`config.mk`:
```
export PLATFORM = sky130hd
export DESIGN_NAME = pipeline_sink
export DESIGN_NICKNAME = d
export VERILOG_FILES = /design/src/rtl/pipeline_sink_pkg.sv /design/src/rtl/pipeline_sink_fifo.sv /design/src/rtl/pipeline_sink.sv
export SDC_FILE = /design/constraint.sdc
export NUM_CORES = 1
export LEC_CHECK = 0
export ABC_AREA = 1
export CORE_ASPECT_RATIO = 1.75
export CORE_MARGIN = 8
export CORE_UTILIZATION = 35
export CTS_BUF_LIST = sky130_fd_sc_hd__clkbuf_8
export DETAILED_ROUTE_END_ITERATION = 6
export PLACE_DENSITY = 0.52
export REMOVE_ABC_BUFFERS = 1
export SLEW_MARGIN = 20
export SYNTH_ARGS = -nofsm -noshare
export SYNTH_HDL_FRONTEND = slang
export SYNTH_SLANG_ARGS = --single-unit
export TNS_END_PERCENT = 50
```
`constraint.sdc`:
```
create_clock -name clk -period 10.85 [get_ports clk]
set_input_delay 1.085 -clock clk [delete_from_list [all_inputs] [get_ports clk]]
set_output_delay 1.085 -clock clk [all_outputs]
set_load 0.1 [all_outputs]
```
`src/rtl/pipeline_sink_pkg.sv`:
```
// Shared widths for the pipeline tail; every block sizes address/id buses from here.
// Combinational helpers only, no state.
package pipeline_sink_pkg;

    localparam int ADDRESS_WIDTH = 32;
    localparam int ID_WIDTH      = 8;

    function automatic logic [ID_WIDTH-1:0] next_id(input logic [ID_WIDTH-1:0] id);
        return id + 1'b1;
    endfunction

endpackage

```
`src/rtl/pipeline_sink_fifo.sv`:
```
// sink_fifo: DEPTH-entry circular buffer holding address/id pairs from the last stage.
// Latency: head visible one cycle after push into empty (no bypass).
// Backpressure: caller must not push when full; pop only when rd_valid & rd_ready.
module sink_fifo
    import pipeline_sink_pkg::*;
#(
    parameter int  DEPTH = 4,
    localparam int PTR_W = $clog2(DEPTH),
    localparam int OCC_W = PTR_W + 1
) (
    input  logic                     clk,
    input  logic                     reset,
    input  logic                     push,
    input  logic [ADDRESS_WIDTH-1:0] wr_address,
    input  logic [ID_WIDTH-1:0]      wr_id,
    input  logic                     rd_ready,
    output logic [ADDRESS_WIDTH-1:0] rd_address,
    output logic [ID_WIDTH-1:0]      rd_id,
    output logic                     rd_valid,
    output logic [OCC_W-1:0]         occupancy
);

    logic [ADDRESS_WIDTH-1:0] addr_mem_q [DEPTH];
    logic [ID_WIDTH-1:0]      id_mem_q   [DEPTH];
    logic [PTR_W-1:0]         wr_ptr_q;
    logic [PTR_W-1:0]         rd_ptr_q;
    logic [OCC_W-1:0]         occ_q;
    logic [OCC_W-1:0]         occ_d;
    logic                     pop;

    assign rd_valid   = (occ_q != '0);
    assign pop        = rd_valid & rd_ready;
    assign rd_address = addr_mem_q[rd_ptr_q];
    assign rd_id      = id_mem_q[rd_ptr_q];
    assign occupancy  = occ_q;

    always_comb begin
        occ_d = occ_q;
        case ({push, pop})
            2'b10:   occ_d = occ_q + 1'b1;
            2'b01:   occ_d = occ_q - 1'b1;
            default: occ_d = occ_q;
        endcase
    end

    // Pointers wrap by natural overflow since DEPTH is a power of two.
    always_ff @(posedge clk or posedge reset) begin
        if (reset) begin
            wr_ptr_q <= '0;
            rd_ptr_q <= '0;
            occ_q    <= '0;
            for (int i = 0; i < DEPTH; i++) begin
                addr_mem_q[i] <= '0;
                id_mem_q[i]   <= '0;
            end
        end else begin
            if (push) begin
                addr_mem_q[wr_ptr_q] <= wr_address;
                id_mem_q[wr_ptr_q]   <= wr_id;
                wr_ptr_q             <= wr_ptr_q + 1'b1;
            end
            if (pop) begin
                rd_ptr_q <= rd_ptr_q + 1'b1;
            end
            occ_q <= occ_d;
        end
    end

endmodule

```
`src/rtl/pipeline_sink.sv`:
```
// Pipeline tail: captures last-stage entries into sink_fifo, broadcasts global stall, counts accepts.
// Latency: one cycle from accept to rd_valid; SINK_ID_CHECK_EN adds a sticky id-sequence checker.
// Backpressure: stall = full | ext_hold from registered state only; pop is independent of stall.
module pipeline_sink
    import pipeline_sink_pkg::*;
#(
    parameter int  DEPTH     = 4,
    parameter int  CNT_WIDTH = 16,
    localparam int OCC_W     = $clog2(DEPTH) + 1
) (
    input  logic                     clk,
    input  logic                     reset,
    input  logic [ADDRESS_WIDTH-1:0] in_address,
    input  logic [ID_WIDTH-1:0]      in_id,
    input  logic                     in_valid,
    input  logic                     ext_hold,
    output logic                     stall,
    output logic [ADDRESS_WIDTH-1:0] rd_address,
    output logic [ID_WIDTH-1:0]      rd_id,
    output logic                     rd_valid,
    input  logic                     rd_ready,
    output logic [OCC_W-1:0]         occupancy,
    output logic [CNT_WIDTH-1:0]     accept_count
`ifdef SINK_ID_CHECK_EN
    ,
    output logic                     seq_err
`endif
);

    logic                 push;
    logic [CNT_WIDTH-1:0] accept_count_q;

    // A full FIFO refuses the push even if it pops this cycle; stall drops next cycle.
    assign stall        = (occupancy == OCC_W'(DEPTH)) | ext_hold;
    assign push         = in_valid & ~stall;
    assign accept_count = accept_count_q;

    sink_fifo #(
        .DEPTH (DEPTH)
    ) u_fifo (
        .clk        (clk),
        .reset      (reset),
        .push       (push),
        .wr_address (in_address),
        .wr_id      (in_id),
        .rd_ready   (rd_ready),
        .rd_address (rd_address),
        .rd_id      (rd_id),
        .rd_valid   (rd_valid),
        .occupancy  (occupancy)
    );

    always_ff @(posedge clk or posedge reset) begin
        if (reset) begin
            accept_count_q <= '0;
        end else if (push) begin
            accept_count_q <= accept_count_q + 1'b1;
        end
    end

`ifdef SINK_ID_CHECK_EN
    logic [ID_WIDTH-1:0] exp_id_q;
    logic                seq_err_q;

    assign seq_err = seq_err_q;

    // Expected id resyncs to the observed id after every push, so one gap flags once.
    always_ff @(posedge clk or posedge reset) begin
        if (reset) begin
            exp_id_q  <= '0;
            seq_err_q <= 1'b0;
        end else if (push) begin
            exp_id_q <= next_id(in_id);
            if (in_id != exp_id_q) begin
                seq_err_q <= 1'b1;
            end
        end
    end
`endif

endmodule
```
==> impl_metrics.ini <==
[die]
die-width_um = 134.5
fp-row-count = 76
design.die.area_sq_um = 30040
start_util_pct = 35.19
core_sq_um = 24440
num_io_pins = 106
die_y_um = 223.4

[detailed_routing]
wirelength_um = 21440
drtAntennaViolNets = 0
routed_via_density = 4.824
wire_per_inst_um = 16.16
vias = 6401
drc = 0
first_pass_iters = 4
drt_iter0_markers = 418

[synthesis]
synth.most_common_cell = nand2_1
netlist_area_sq_um = 8601
synthArstFlopShare_pct = 100.0
synth-seq-cells = 183
synth.distinct_cells = 29
yosys_warnings = 0
synth_top_cell_area_share_pct = 53.24
synth.area.top_cells = dfrtp_1 (53%), o21ai_2 (9.5%), nand2_1 (8.8%)
ys.flop_type = dfrtp_1
synth_common_cells = nand2_1 (202), dfrtp_1 (183), o21ai_0 (123)
postSynthAreaPerCell_sq_um = 9.248
syn-instance-count = 930
synth_top_area_cell = dfrtp_1
yosysSeqAreaShare_pct = 53.24
synth_edf_count = 0

[cells_and_area]
final_nets = 1055
syn2layout_area_growth_pct = 17.44
layout.cells.non_filler = 1327
drive_gt1_share_pct = 14.00
nFillCells = 2457

[clock_tree]
tritoncts = built
ctsResizeCount = 0
cts_sinks = 183
htreeDepth = 4
clkTransAtPathRegs_ns = 0.08
clockRootBuffer = clkbuf_8
cts_max_path_buffers = 2
clk_latency_ns = 0.47
cts_setup_buffers = 0
cts_made_buffers = 17
holdBufCountCts = 0

[setup_path]
worstSetupPathType = flop to primary output
crit_chain = buf_4 -> inv_1 -> buf_4 -> o21ai_0 -> o22ai_1 -> clkdlybuf4s50_1
arrival_ns = 3.59
path_common_cell = buf_4
cp_max_fo = 41
critPathLaunchType = flop
max_stage_delay_ns = 1.19
cp_data_required_time_ns = 9.77
endpoint_kind = primary output
crit_slowest_cell = clkdlybuf4s50_1

[status]
status = finished, final reports clean

[sta]
rsz0062_at_grt = no
slew_headroom_pct = 32.36
worst_slack_ns = 6.177
max_freq_mhz = 214.0
setup-tns-final_ns = 0
min_period_ns = 4.673
hold_viol_final = 0
slew_violations = 0
period_share_pct = 43.07
skew_ns = 0.01357
worstMarginPinSlew_ns = 1.011
finalSetupViolations = 0

[place]
dpl.cell_count = 1296
gp_congestion = 0.7478
pre_cts_ws_ns = 6.623
io_buffer_count = 105
hpwlAfterDp_um = 13300

[global_route]
grt_pass1_vias = 6822
overflow = 0
grt_pass1_wl_um = 36050
grt_max_degree = 83
antenna_found_initial = 1
track_usage_pct = 15.14

[flow_run]
maxCapViolCount = 0

[worst_hold_path]
hold_class = flop to flop
==> final timing paths <==
path | start | end | slack [ns] | cells past startpoint
max reg2reg | u_fifo.occupancy[2] | u_fifo.occupancy[2] | 8.57 | 8
min in group asynchronous | reset | u_fifo.addr_mem_q[44] | 1.00 | 2
min | u_fifo.addr_mem_q[32] | u_fifo.addr_mem_q[32] | 0.48 | 2
min reg2reg | u_fifo.addr_mem_q[32] | u_fifo.addr_mem_q[32] | 0.48 | 2
max in group asynchronous | reset | u_fifo.addr_mem_q[113] | 7.74 | 4
max | u_fifo.rd_ptr_q[1] | rd_address[26] | 6.18 | 6
==> area by class of cell <==
| class | count | area [sq um] | area share, % |
|---|---|---|---|
| Sequential cell | 183 | 4581 | 45.35 |
| Multi-Input combinational cell | 624 | 3357 | 33.23 |
| Timing Repair Buffer | 112 | 1104 | 10.93 |
| Tap cell | 312 | 390.4 | 3.865 |
| Clock buffer | 19 | 261.5 | 2.589 |
| Inverter | 65 | 249.0 | 2.465 |
| Clock inverter | 11 | 156.4 | 1.548 |
| Antenna cell | 1 | 2.502 | 0.02477 |
==> registers in the layout (all words and copies together), names as in the netlist <==
name,flops
u_fifo.rd_ptr_q,2
u_fifo.occupancy,3
u_fifo.wr_ptr_q,2
u_fifo.addr_mem_q,128
u_fifo.id_mem_q,32
accept_count,16
==> cells in the final DEF (no fill, tap or decap) <==
| cell type | count |
|---|---|
| clkdlybuf4s50_1 | 105 |
| inv_2 | 1 |
| a21oi_1 | 1 |
| fa_1 | 1 |
| nand2_4 | 2 |
| a21boi_0 | 1 |
| nand2_8 | 3 |
| o22ai_1 | 40 |
| buf_4 | 7 |
| inv_6 | 1 |
| nor2_4 | 2 |
| dfrtp_1 | 182 |
| dfrtp_2 | 1 |
| diode_2 | 1 |
| xor2_1 | 10 |
| nor3_1 | 3 |
| xnor2_1 | 3 |
| inv_1 | 64 |
| nor2_2 | 1 |
| clkinv_2 | 5 |
| nand3_2 | 1 |
| nand3_1 | 10 |
| clkbuf_8 | 19 |
| nand2_1 | 202 |
| o21ai_1 | 27 |
| o21ai_2 | 93 |
| ha_1 | 6 |
| bufinv_16 | 4 |
| clkinvlp_4 | 1 |
| nor2_1 | 89 |
| nand3b_1 | 3 |
| nand2_2 | 1 |
| o21ai_0 | 123 |
| nand4_1 | 2 |
==> worst max-delay path: cells and delay by family (launching register included) <==
kind / cells / cell delay (ns)
buffers and inverters: 4 / 2.44
AO/OA/AOI/OAI: 2 / 0.31
flip-flops: 1 / 0.37
==> kinds of logic (layout without fill, tap and decap cells) <==
logic type               after synthesis  after routing  synth area share, %
other                                  0              1                    0
buffers and inverters                123            207                7.725
AND/OR/NAND/NOR                      319            319                15.35
flip-flops                           183            183                53.24
adder cells (fa/ha/maj)                7              7                1.106
AO/OA/AOI/OAI                        285            285                21.25
XOR/XNOR                              13             13                1.324
==> through the flow <==
stage / cell area [sq um] / utilization (%) / hold WS (ns)
6_report: 10100 / 41.33 / 0.4814
5_1_grt: 10100 / 41.32 / 0.4902
4_1_cts: 10100 / 41.32 / 0.4836
3_5_place_dp: 9681 / 39.61 / 0.4629
3_3_place_gp: 9681 / 39.61 / 0.4591
2_1_floorplan: 8180 / - / 0.4496
==> routing by layer <==
metal	up-vias	track usage [%]	routed length (um)
li1	3200	-	-
met5	-	0	0
met3	22	3.806	922
met2	112	27.12	11350
met4	0	5.206	375
met1	3067	16.88	8790
Power is left out: the tool's default activity adds up to more than one toggle a clock period on the data nets, which glitch-free logic cannot reach.
